<file path="config.mk">
export PLATFORM = sky130hd
export DESIGN_NAME = uart_tx
export DESIGN_NICKNAME = d
export VERILOG_FILES = /design/src/rtl/rysy_pkg.sv /design/src/rtl/uart_pkg.sv /design/src/rtl/uart_fifo.sv /design/src/rtl/uart_tx.sv
export SDC_FILE = /design/constraint.sdc
export NUM_CORES = 1
export LEC_CHECK = 0
export ABC_AREA = 1
export CAP_MARGIN = 10
export CORE_MARGIN = 2
export CORE_UTILIZATION = 59
export CTS_CLUSTER_SIZE = 16
export DETAILED_ROUTE_END_ITERATION = 8
export PLACE_DENSITY = 0.95
export RECOVER_POWER = 50
export SYNTH_ARGS = -nofsm -noshare
export SYNTH_HDL_FRONTEND = slang
export SYNTH_HIERARCHICAL = 1
export SYNTH_SLANG_ARGS = --single-unit
</file>
<file path="constraint.sdc">
create_clock -name clk -period 4.6 [get_ports clk]
set_input_delay 0.46 -clock clk [delete_from_list [all_inputs] [get_ports clk]]
set_output_delay 0.46 -clock clk [all_outputs]
set_load 0.02 [all_outputs]
</file>
<file path="src/rtl/rysy_pkg.sv">
// rtl/rysy_pkg.sv - rysy_core shared data-port constants
package rysy_pkg;
    localparam int REG_LEN = 32;
endpackage

</file>
<file path="src/rtl/uart_pkg.sv">
// rtl/uart_pkg.sv - UART transmitter states, register offsets and STATUS bit positions
package uart_pkg;
    typedef logic [1:0] uart_state_t;

    localparam uart_state_t S_IDLE  = 2'd0;
    localparam uart_state_t S_START = 2'd1;
    localparam uart_state_t S_DATA  = 2'd2;
    localparam uart_state_t S_STOP  = 2'd3;

    localparam logic [1:0] OFF_DATA   = 2'd0;
    localparam logic [1:0] OFF_STATUS = 2'd1;
    localparam logic [1:0] OFF_BAUD   = 2'd2;

    localparam int ST_FULL      = 0;
    localparam int ST_EMPTY     = 1;
    localparam int ST_BUSY      = 2;
    localparam int ST_OVF       = 3;
    localparam int ST_COUNT_LSB = 8;
endpackage

</file>
<file path="src/rtl/uart_fifo.sv">
// rtl/uart_fifo.sv - register FIFO feeding the UART serialiser
module uart_fifo #(
    parameter int WIDTH = 8,
    parameter int DEPTH = 8,
    localparam int AW = $clog2(DEPTH)
) (
    input  logic             clk,
    input  logic             rst,
    input  logic             push,
    input  logic             pop,
    input  logic [WIDTH-1:0] din,
    output logic [WIDTH-1:0] dout,
    output logic             full,
    output logic             empty,
    output logic [AW:0]      count
);
    localparam logic [AW:0] FULL_CNT = DEPTH[AW:0];

    logic [WIDTH-1:0] mem [DEPTH];
    logic [AW-1:0]    wr_ptr;
    logic [AW-1:0]    rd_ptr;
    logic             push_ok;
    logic             pop_ok;

    assign full    = (count == FULL_CNT);
    assign empty   = (count == '0);
    // A simultaneous pop frees a slot, so a push on a full FIFO still lands.
    assign push_ok = push && (!full || pop);
    assign pop_ok  = pop && !empty;
    assign dout    = mem[rd_ptr];

    always_ff @(posedge clk) begin
        if (push_ok) begin
            mem[wr_ptr] <= din;
        end
    end

    always_ff @(posedge clk or posedge rst) begin
        if (rst) begin
            wr_ptr <= '0;
            rd_ptr <= '0;
            count  <= '0;
        end else begin
            if (push_ok) begin
                wr_ptr <= wr_ptr + 1'b1;
            end
            if (pop_ok) begin
                rd_ptr <= rd_ptr + 1'b1;
            end
            case ({push_ok, pop_ok})
                2'b10:   count <= count + 1'b1;
                2'b01:   count <= count - 1'b1;
                default: count <= count;
            endcase
        end
    end
endmodule

</file>
<file path="src/rtl/uart_tx.sv">
// rtl/uart_tx.sv - memory-mapped 8N1 UART transmitter with TX FIFO on the rysy_core data port
import rysy_pkg::*;
import uart_pkg::*;

module uart_tx #(
    parameter logic [31:0] BASE_ADDR   = 32'h8000_0000,
    parameter int          FIFO_DEPTH  = 8,
    parameter logic [15:0] DEFAULT_DIV = 16'd433
) (
    input  logic               clk,
    input  logic               rst,
    input  logic [REG_LEN-1:0] addr,
    input  logic [REG_LEN-1:0] wdata,
    input  logic               we,
    input  logic [3:0]         be,
    output logic [REG_LEN-1:0] rdata,
    output logic               tx
);
    localparam int CW = $clog2(FIFO_DEPTH) + 1;

    logic          hit;
    logic [1:0]    offset;
    logic          push;
    logic          pop;
    logic [7:0]    fifo_dout;
    logic          fifo_full;
    logic          fifo_empty;
    logic [CW-1:0] fifo_count;

    logic [15:0]   baud_div;
    logic          overflow;
    logic          ovf_set;
    logic          ovf_clr;
    logic [31:0]   status_word;
    logic [31:0]   rd_next;

    uart_state_t   state;
    logic [7:0]    shift;
    logic [15:0]   div_q;
    logic [15:0]   baud_cnt;
    logic [2:0]    bit_cnt;
    logic          busy;

    logic unused_bits;
    assign unused_bits = ^{addr[1:0], wdata[31:16], be[3:2]};

    assign hit    = (addr[31:4] == BASE_ADDR[31:4]);
    assign offset = addr[3:2];
    assign push   = we && hit && (offset == OFF_DATA) && be[0];
    assign ovf_clr = we && hit && (offset == OFF_STATUS) && be[0] && wdata[ST_OVF];
    assign busy   = (state != S_IDLE);

    // The serialiser takes a byte whenever it is idle or finishing a stop bit.
    assign pop = !fifo_empty &&
                 ((state == S_IDLE) || ((state == S_STOP) && (baud_cnt == 16'd0)));
    assign ovf_set = push && fifo_full && !pop;

    uart_fifo #(
        .WIDTH (8),
        .DEPTH (FIFO_DEPTH)
    ) u_fifo (
        .clk   (clk),
        .rst   (rst),
        .push  (push),
        .pop   (pop),
        .din   (wdata[7:0]),
        .dout  (fifo_dout),
        .full  (fifo_full),
        .empty (fifo_empty),
        .count (fifo_count)
    );

    always_ff @(posedge clk or posedge rst) begin
        if (rst) begin
            baud_div <= DEFAULT_DIV;
            overflow <= 1'b0;
        end else begin
            if (we && hit && (offset == OFF_BAUD)) begin
                if (be[0]) baud_div[7:0]  <= wdata[7:0];
                if (be[1]) baud_div[15:8] <= wdata[15:8];
            end
            if (ovf_set) begin
                overflow <= 1'b1;
            end else if (ovf_clr) begin
                overflow <= 1'b0;
            end
        end
    end

    always_comb begin
        status_word                         = '0;
        status_word[ST_FULL]                = fifo_full;
        status_word[ST_EMPTY]               = fifo_empty;
        status_word[ST_BUSY]                = busy;
        status_word[ST_OVF]                 = overflow;
        status_word[ST_COUNT_LSB +: CW]     = fifo_count;
    end

    always_comb begin
        rd_next = '0;
        if (hit) begin
            case (offset)
                OFF_STATUS: rd_next = status_word;
                OFF_BAUD:   rd_next = {16'd0, baud_div};
                default:    rd_next = '0;
            endcase
        end
    end

    always_ff @(posedge clk or posedge rst) begin
        if (rst) begin
            rdata <= '0;
        end else begin
            rdata <= rd_next;
        end
    end

    always_ff @(posedge clk or posedge rst) begin
        if (rst) begin
            state    <= S_IDLE;
            tx       <= 1'b1;
            shift    <= '0;
            div_q    <= '0;
            baud_cnt <= '0;
            bit_cnt  <= '0;
        end else begin
            case (state)
                S_IDLE: begin
                    if (pop) begin
                        shift    <= fifo_dout;
                        div_q    <= baud_div;
                        baud_cnt <= baud_div;
                        bit_cnt  <= '0;
                        tx       <= 1'b0;
                        state    <= S_START;
                    end
                end
                S_START: begin
                    if (baud_cnt == 16'd0) begin
                        baud_cnt <= div_q;
                        tx       <= shift[0];
                        state    <= S_DATA;
                    end else begin
                        baud_cnt <= baud_cnt - 16'd1;
                    end
                end
                S_DATA: begin
                    if (baud_cnt == 16'd0) begin
                        baud_cnt <= div_q;
                        if (bit_cnt == 3'd7) begin
                            tx    <= 1'b1;
                            state <= S_STOP;
                        end else begin
                            shift   <= shift >> 1;
                            tx      <= shift[1];
                            bit_cnt <= bit_cnt + 3'd1;
                        end
                    end else begin
                        baud_cnt <= baud_cnt - 16'd1;
                    end
                end
                S_STOP: begin
                    if (baud_cnt == 16'd0) begin
                        if (pop) begin
                            shift    <= fifo_dout;
                            div_q    <= baud_div;
                            baud_cnt <= baud_div;
                            bit_cnt  <= '0;
                            tx       <= 1'b0;
                            state    <= S_START;
                        end else begin
                            state <= S_IDLE;
                        end
                    end else begin
                        baud_cnt <= baud_cnt - 16'd1;
                    end
                end
                default: begin
                    tx    <= 1'b1;
                    state <= S_IDLE;
                end
            endcase
        end
    end
endmodule

</file>
# [Word level (Yosys, flattened, before mapping)]
# Memory sizes are Yosys's and may differ from the RTL's.
# Cells that the tools add are included.
[totals] regBits=105 mem_bits_rw=64 input_bits=71 output_inout_bits=33 wordCells=107 mem_count=1
[memory_table] name="u_fifo.mem" depth=8 word_bits=8 rd=1 rd_ports_with_merged_regs=0 write_ports=1 line_no="uart_fifo.sv:19" rtl="logic [WIDTH-1:0] mem [DEPTH];"
[op_classes] n_addsub=6 n_eq_ne=16 mux=37 n_reduce_logical=34
[op_table] op="2-to-1 mux 16 bit" n=6
[op_table] op="case mux 16 bit (2 select lines)" n=2
[op_table] op="case mux 16 bit (3 select lines)" n=1
[op_table] op="2-to-1 mux 8 bit" n=4
[op_table] op="== test 28 bit, second input constant" n=1
[op_table] op="case mux 8 bit (3 select lines)" n=1
[op_table] op="zero test 16 bit" n=1
[op_table] op="subtractor 16 x 1 -> 16 bit, second input constant" n=1
[op_table] op="logical AND 1 bit" n=13
[op_table] op="2-to-1 mux 3 bit" n=4
[op_table] op="2-to-1 mux 1 bit" n=10
[op_table] op="2-to-1 mux 2 bit" n=5
[op_table] op="inequality test 2 bit, second input constant" n=5
[op_table] op="adder 3 x 1 -> 3 bit, second input constant" n=3
[op_table] op="case mux 3 bit (3 select lines)" n=1
[op_table] op="== test 2 bit, second input constant" n=4
[op_table] op="case mux 2 bit (4 select lines)" n=1
[op_table] op="case mux 4 bit (2 select lines)" n=1
[op_table] op="nonzero test 2 bit" n=4
[op_table] op="== test 2 x 1 -> 1 bit, second input constant" n=3
[op_table] op="AND reduction 2 bit" n=3
[op_table] op="AND reduction 5 bit" n=1
[op_table] op="adder 4 x 1 -> 4 bit, second input constant" n=1
[op_table] op="== test 4 bit, second input constant" n=1
[op_table] op="12 further kinds" n=16

# [Depth between registers and ports, before layout]
[depth] depth_word=8 depth_mapped=18

# [Modules after synthesis]
# The synthesis kept the hierarchy.
[modules_own_cells] mod="uart_tx" n_inst=1 cells_each=587 area_each_um2=4551.9 seq_area_each_um2=1984.4
[modules_own_cells] mod="uart_fifo" n_inst=1 cells_each=366 area_each_um2=3419.5 seq_area_each_um2=2172.1

# [Worst setup path before layout]
# OpenSTA, ideal clock, no wires.
[synth_timing] path_type="reg2reg" start="register baud_cnt[0]" end="register u_fifo.count[3]" setup_time_ps=117 arrival_ps=2659 t_required_ps=4483 slack_ps=1823 path_stages_with_launch=18 n_path_buf=1 synth_period_minus_slack_ps=2777 path_cell_list="dfrtp_1 inv_1 ha_1 nand2_2 nor2_4 nand3_2 a21oi_4 buf_6 inv_1 nand4_1 nand2_2 ha_1 ha_1 or2_2 nand2_1 nand2_1 nand3_1 nand2_1"
[synth_via] elab_chain_cells=8 word_cells_on_any_way=11 classes_between="eq/ne (2); mux (1); reduce/logical (8)"
[synth_rtl] element="start: declaration" line_no="uart_tx.sv:40" rtl="logic [15:0] baud_cnt;"
[synth_rtl] element="start signal: assignment" line_no="uart_tx.sv:132" rtl="baud_cnt <= baud_div;"
[synth_rtl] element="start signal: assignment" line_no="uart_tx.sv:140" rtl="baud_cnt <= div_q;"
[synth_rtl] element="start signal: assignment" line_no="uart_tx.sv:144" rtl="baud_cnt <= baud_cnt - 16'd1;"
[synth_rtl] element="zero test 16 bit (*)" line_no="uart_tx.sv:55" rtl="((state == S_IDLE) || ((state == S_STOP) && (baud_cnt == 16'd0)));"
[synth_rtl] element="logical AND 1 bit (*)" line_no="uart_tx.sv:55"
[synth_rtl] element="logical OR 1 bit (*)" line_no="uart_tx.sv:55"
[synth_rtl] element="logical AND 1 bit (*)" line_no="uart_tx.sv:54" rtl="assign pop = !fifo_empty &&"
[synth_rtl] element="via pop" line_no="uart_tx.sv:24" rtl="logic pop;"
[synth_rtl] element="logical OR 1 bit" line_no="uart_fifo.sv:28" rtl="assign push_ok = push && (!full || pop);"
[synth_rtl] element="logical AND 1 bit" line_no="uart_fifo.sv:28"
[synth_rtl] element="== test 2 x 1 -> 1 bit / == test 2 bit (equally long branches)" line_no="uart_fifo.sv:50" rtl="case ({push_ok, pop_ok})"
[synth_rtl] element="case mux 4 bit (2 select lines) / nonzero test 2 bit (equally long branches)"
[synth_rtl] element="end signal: assignment" line_no="uart_fifo.sv:51" rtl="2'b10: count <= count + 1'b1;"
[synth_rtl] element="end signal: assignment" line_no="uart_fifo.sv:52" rtl="2'b01: count <= count - 1'b1;"
[synth_rtl] element="end signal: assignment" line_no="uart_fifo.sv:53" rtl="default: count <= count;"
[synth_rtl] element="end: declaration" line_no="uart_fifo.sv:15" rtl="output logic [AW:0] count"
# Mark *: on every way through the listed nets, which the timed path passes. The rest lies on a longest branch.
# A chain may end at the register's enable or synchronous reset.

# [Worst setup path in the final report]
[layout_timing] start="input port addr[31]" end="register u_fifo.count[3]"
[layout_via] elab_chain_cells=7 word_cells_on_any_way=9 classes_between="eq/ne (3); mux (1); reduce/logical (5)"
[layout_rtl] element="start: declaration" line_no="uart_tx.sv:12" rtl="input logic [REG_LEN-1:0] addr,"
[layout_rtl] element="== test 28 bit (*)" line_no="uart_tx.sv:47" rtl="assign hit = (addr[31:4] == BASE_ADDR[31:4]);"
[layout_rtl] element="logical AND 1 bit (*) (3 in series)" line_no="uart_tx.sv:49" rtl="assign push = we && hit && (offset == OFF_DATA) && be[0];"
[layout_rtl] element="via push" line_no="uart_tx.sv:23" rtl="logic push;"
[layout_rtl] element="logical AND 1 bit (*)" line_no="uart_fifo.sv:28"
[layout_rtl] element="== test 2 x 1 -> 1 bit / == test 2 bit (equally long branches)" line_no="uart_fifo.sv:50"
[layout_rtl] element="case mux 4 bit (2 select lines) / nonzero test 2 bit (equally long branches)"
# Marks and branches as above.

==> impl_summary.txt <==
----------------------------------------------------
[Routing]
  Vias ... 6738
  Routed WL ... 20080 um
  Remaining design rule violation count ... 0
  Average vias per placed instance ... 5.629
  Routed wire per std cell ... approximately 17 um
  Routed Antenna Nets ... 0
  First-pass detailed-route iteration total ... 9
  Number of violations reported at the end of detailed-routing iteration 0 ... between 800 and 900

[Layout]
  Area Overhead vs Synth ... 15.23%
  ANT cells ... 0
  Post-route standard cell area excluding fillers ... 9185 um2
  Final net count ... about 1100
  Share of post-route cells with drive strength above 1 ... 7.444%
  Fill cell instance count of the final layout ... about 860
  Commonest cells after routing, fill and taps aside ... sky130_fd_sc_hd__nand2_1, sky130_fd_sc_hd__nor2_1, sky130_fd_sc_hd__inv_1
  Leading cell type in the layout, fill and taps excluded ... sky130_fd_sc_hd__nand2_1
  Number of standard cells in the layout, taps in and fillers out ... approximately 1200

[Global route]
  Remaining Overflow, GRT ... 0
  Total routing resource utilization after global routing ... 29.02%
  Maximum number of pins on one net before global-route repair ... 67
  Antenna violations before repair ... 0
  Number of global-route vias before repair ... 6645
  Wire length of the first global-routing pass ... ~32000 um

[Floorplanning]
  Die Area ... 14460 um2
  Initial core utilization ... ~60%
  Standard cell core area ... 13240 um2
  Die Wd ... between 100 and 150 um
  Die H ... 120.2 um
  Total I/O pin count ... 104
  Standard-cell rows ... 42

[Clock network]
  CTS Buffer Depth ... 2
  Clock transition at the registers of the reported paths ... 0.07 ns
  Count of cells resized by post-cts repair ... 0
  CTS HTree Levels ... 4
  Clock sink count ... 153
  Clk_lat worst skew ... roughly 0.44 ns
  Cell chosen for the clock root ... sky130_fd_sc_hd__clkbuf_16
  Post-CTS Setup Repair Bufs ... 0
  Clock tree from TritonCTS ... yes
  Count of hold buffers inserted by post-cts repair ... 0
  Clock buffer count from CTS ... 17

[Min path]
  Worst min-delay path category ... reg2reg
  Worst hold path depth ... 2

[Critical path]
  Data required time of the critical path ... just under 5 ns
  R2r worst-path depth ... 13
  Data arrival time of the worst path ... 3.92 ns
  Worst Path Max Fanout ... 8
  Kind of end point of the critical path ... register
  Sort of element at the start of the critical path ... input pin
  Type of the worst setup path ... in2reg

[STA]
  Normalized max-slew margin ... -17.33%
  Final Max Tran Viols ... 47
  Slack of the critical path ... 1.009 ns
  Setup-failing EPs final ... 0
  RSZ-0062 raised after global routing ... no
  Maximum clock rate ... ~280 MHz
  Hold slack ... roughly 0.47 ns
  Worst slew pin tran ... between 1.5 and 2 ns
  Accumulated negative setup slack ... 0 ns
  Final Cycle Share ... between 70% and 80%
  Worst clock skew on the final layout ... ~0.014 ns
  Final Critical Period ... 3.591 ns
  Hold Fails Final Rpt ... 0

[Yosys]
  Proportion of synthesized chip area in sequential cells ... 52.14%
  Mean instance size in the synthesized netlist ... 8.365 um2
  FF+latch count, synth ... 153
  Warnings, synthesis ... 6
  Post-synthesis instance area ... 7971 um2
  Number of different library cells in the post-synthesis netlist ... 42
  Gate Count Post-Synth ... 953

[Run]
  # Max-Cap Violations ... 1

[Power and ir drop]
  Areal power density over the cells ... 314.5 nW/um2
  Worst-case vdd ir drop ... ~380 uV
  Leakage Power ... 4.347 nW

[Placement]
  HPWL Detailed ... 12320 um
  Placed Instance Area ... 8613 um2
  Dpl cells ... 1165
  Worst slack, placed ... 1.233 ns
  Count of port buffers added during placement ... 67
  Final GP Congestion ... approximately 0.86

[Status]
  Result of the run ... complete, but fails checks
  Violated checks ... capacitance limit, slew limit

----------------------------------------------------
state kept, by name (all words and copies together), names as in the netlist:
name	cells
state	2
overflow	1
shift	8
u_fifo/rd_ptr	3
baud_cnt	16
u_fifo/wr_ptr	3
u_fifo/mem	64
rdata	16
u_fifo/count	4
baud_div	16
div_q	16
bit_cnt	3
tx	1
per-stage QoR:
| stage | util [%] | power, W |
|---|---|---|
| 2_1_floorplan | - | 0.001498 |
| 3_3_place_gp | 65.04 | 0.001547 |
| 3_5_place_dp | 65.04 | 0.001550 |
| 4_1_cts | 69.44 | 0.002888 |
| 5_1_grt | 69.36 | 0.002953 |
| 6_report | 69.36 | 0.002888 |
per-layer routing:
metal / wire length (um) / vias to the layer above / share of wire (%) / GRT usage [%]
met4: 699 / 0 / 3.5 / 15.33
met3: 1906 / 85 / 9.5 / 7.406
met2: 10160 / 466 / 51 / 48.26
met5: 0 / - / 0 / 0
li1: - / 3065 / - / -
met1: 7307 / 3122 / 36 / 34.94
final timing paths:
check | slack [ns] | start | endpoint
max in group asynchronous | 2.21 | rst | baud_div[8]
worst max-delay path | 1.01 | addr[31] | u_fifo/count[3]
worst min-delay path | 0.47 | tx | tx
worst min register to register | 0.47 | tx | tx
min in group asynchronous | 0.50 | rst | u_fifo/rd_ptr[2]
worst max register to register | 1.09 | state[0] | u_fifo/count[3]
where the power goes:
part | internal (W) | total, W | switching, W
Sequential | 0.00142 | 0.00142 | 0.000000148
Clock | 0.000722 | 0.00137 | 0.000644
Combinational | 0.0000411 | 0.0000980 | 0.0000569
logic make-up (layout without fill, tap and decap cells):
kind of cell    count (synthesis)  count (layout)  share of synthesized area [%]
flops                         153             153                          52.14
compound gates                 83              83                          5.761
buf+inv                       156             209                          9.072
simple gates                  529             529                          28.63
xor+xnor                       13              13                          1.428
other cells                     1              16                        0.04704
fa+ha+maj                      18              18                          2.919
Yosys cell counts:
cell | count | area, um2
sky130_fd_sc_hd__nand2_1 | 330 | 1239
sky130_fd_sc_hd__nor2_1 | 127 | 476.7
sky130_fd_sc_hd__inv_1 | 108 | 405.4
sky130_fd_sc_hd__dfrtp_1 | 83 | 2077
sky130_fd_sc_hd__edfxtp_1 | 64 | 1922
sky130_fd_sc_hd__o21ai_1 | 45 | 225.2
sky130_fd_sc_hd__nand3_1 | 27 | 135.1
sky130_fd_sc_hd__o21ai_0 | 22 | 110.1
sky130_fd_sc_hd__buf_4 | 21 | 157.7
sky130_fd_sc_hd__ha_1 | 17 | 212.7
sky130_fd_sc_hd__buf_2 | 11 | 55.05
sky130_fd_sc_hd__nand3_2 | 11 | 110.1
sky130_fd_sc_hd__xor2_1 | 9 | 78.83
sky130_fd_sc_hd__a21oi_1 | 8 | 40.04
sky130_fd_sc_hd__clkbuf_1 | 7 | 26.28
sky130_fd_sc_hd__buf_6 | 6 | 67.56
sky130_fd_sc_hd__dfstp_2 | 6 | 157.7
sky130_fd_sc_hd__nand2_2 | 6 | 37.54
sky130_fd_sc_hd__nand4_1 | 6 | 37.54
sky130_fd_sc_hd__xnor2_1 | 4 | 35.03
sky130_fd_sc_hd__nand2_4 | 3 | 33.78
sky130_fd_sc_hd__nor2_2 | 3 | 18.77
sky130_fd_sc_hd__nor2_4 | 3 | 33.78
sky130_fd_sc_hd__nor3_1 | 3 | 15.01
sky130_fd_sc_hd__buf_1 | 2 | 7.510
sky130_fd_sc_hd__nand2_8 | 2 | 40.04
sky130_fd_sc_hd__nand4_4 | 2 | 42.54
sky130_fd_sc_hd__o2111ai_1 | 2 | 17.52
sky130_fd_sc_hd__or2_2 | 2 | 12.51
sky130_fd_sc_hd__a21oi_4 | 1 | 16.27
sky130_fd_sc_hd__a22oi_1 | 1 | 7.510
sky130_fd_sc_hd__conb_1 | 1 | 3.750
sky130_fd_sc_hd__fa_1 | 1 | 20.02
sky130_fd_sc_hd__inv_2 | 1 | 3.750
sky130_fd_sc_hd__nand3b_1 | 1 | 7.510
sky130_fd_sc_hd__nor2_8 | 1 | 20.02
sky130_fd_sc_hd__nor3_4 | 1 | 16.27
sky130_fd_sc_hd__nor4_1 | 1 | 6.260
sky130_fd_sc_hd__o211ai_1 | 1 | 7.510
sky130_fd_sc_hd__o211ai_4 | 1 | 21.27
sky130_fd_sc_hd__o22ai_1 | 1 | 6.260
sky130_fd_sc_hd__o31ai_1 | 1 | 7.510
critical path, stage by stage:
cell and delay, ns:
sky130_fd_sc_hd__dlygate4sd3_1 0.52, sky130_fd_sc_hd__nand2_1 0.05, sky130_fd_sc_hd__nor3_1 0.15, sky130_fd_sc_hd__nand2_1 0.09, sky130_fd_sc_hd__nor3_1 0.85, sky130_fd_sc_hd__nand4_1 0.27, sky130_fd_sc_hd__inv_1 0.22, sky130_fd_sc_hd__nand2_2 0.14
sky130_fd_sc_hd__ha_1 0.29, sky130_fd_sc_hd__ha_1 0.31, sky130_fd_sc_hd__or2_2 0.30, sky130_fd_sc_hd__nand2_1 0.07, sky130_fd_sc_hd__nand2_1 0.06, sky130_fd_sc_hd__nand3_1 0.07, sky130_fd_sc_hd__nand2_1 0.05
layout make-up:
| cell class | instances | area (um2) | share of cell area, % |
|---|---|---|---|
| Multi-Input combinational cell | 659 | 3137 | 34.15 |
| Tap cell | 176 | 220.2 | 2.397 |
| Sequential cell | 153 | 4158 | 45.27 |
| Clock buffer | 17 | 425.4 | 4.632 |
| Clock inverter | 15 | 157.7 | 1.716 |
| Inverter | 109 | 409.1 | 4.454 |
| Timing Repair Buffer | 68 | 678.2 | 7.383 |
Note: power is estimated with default switching activity, not from simulation.
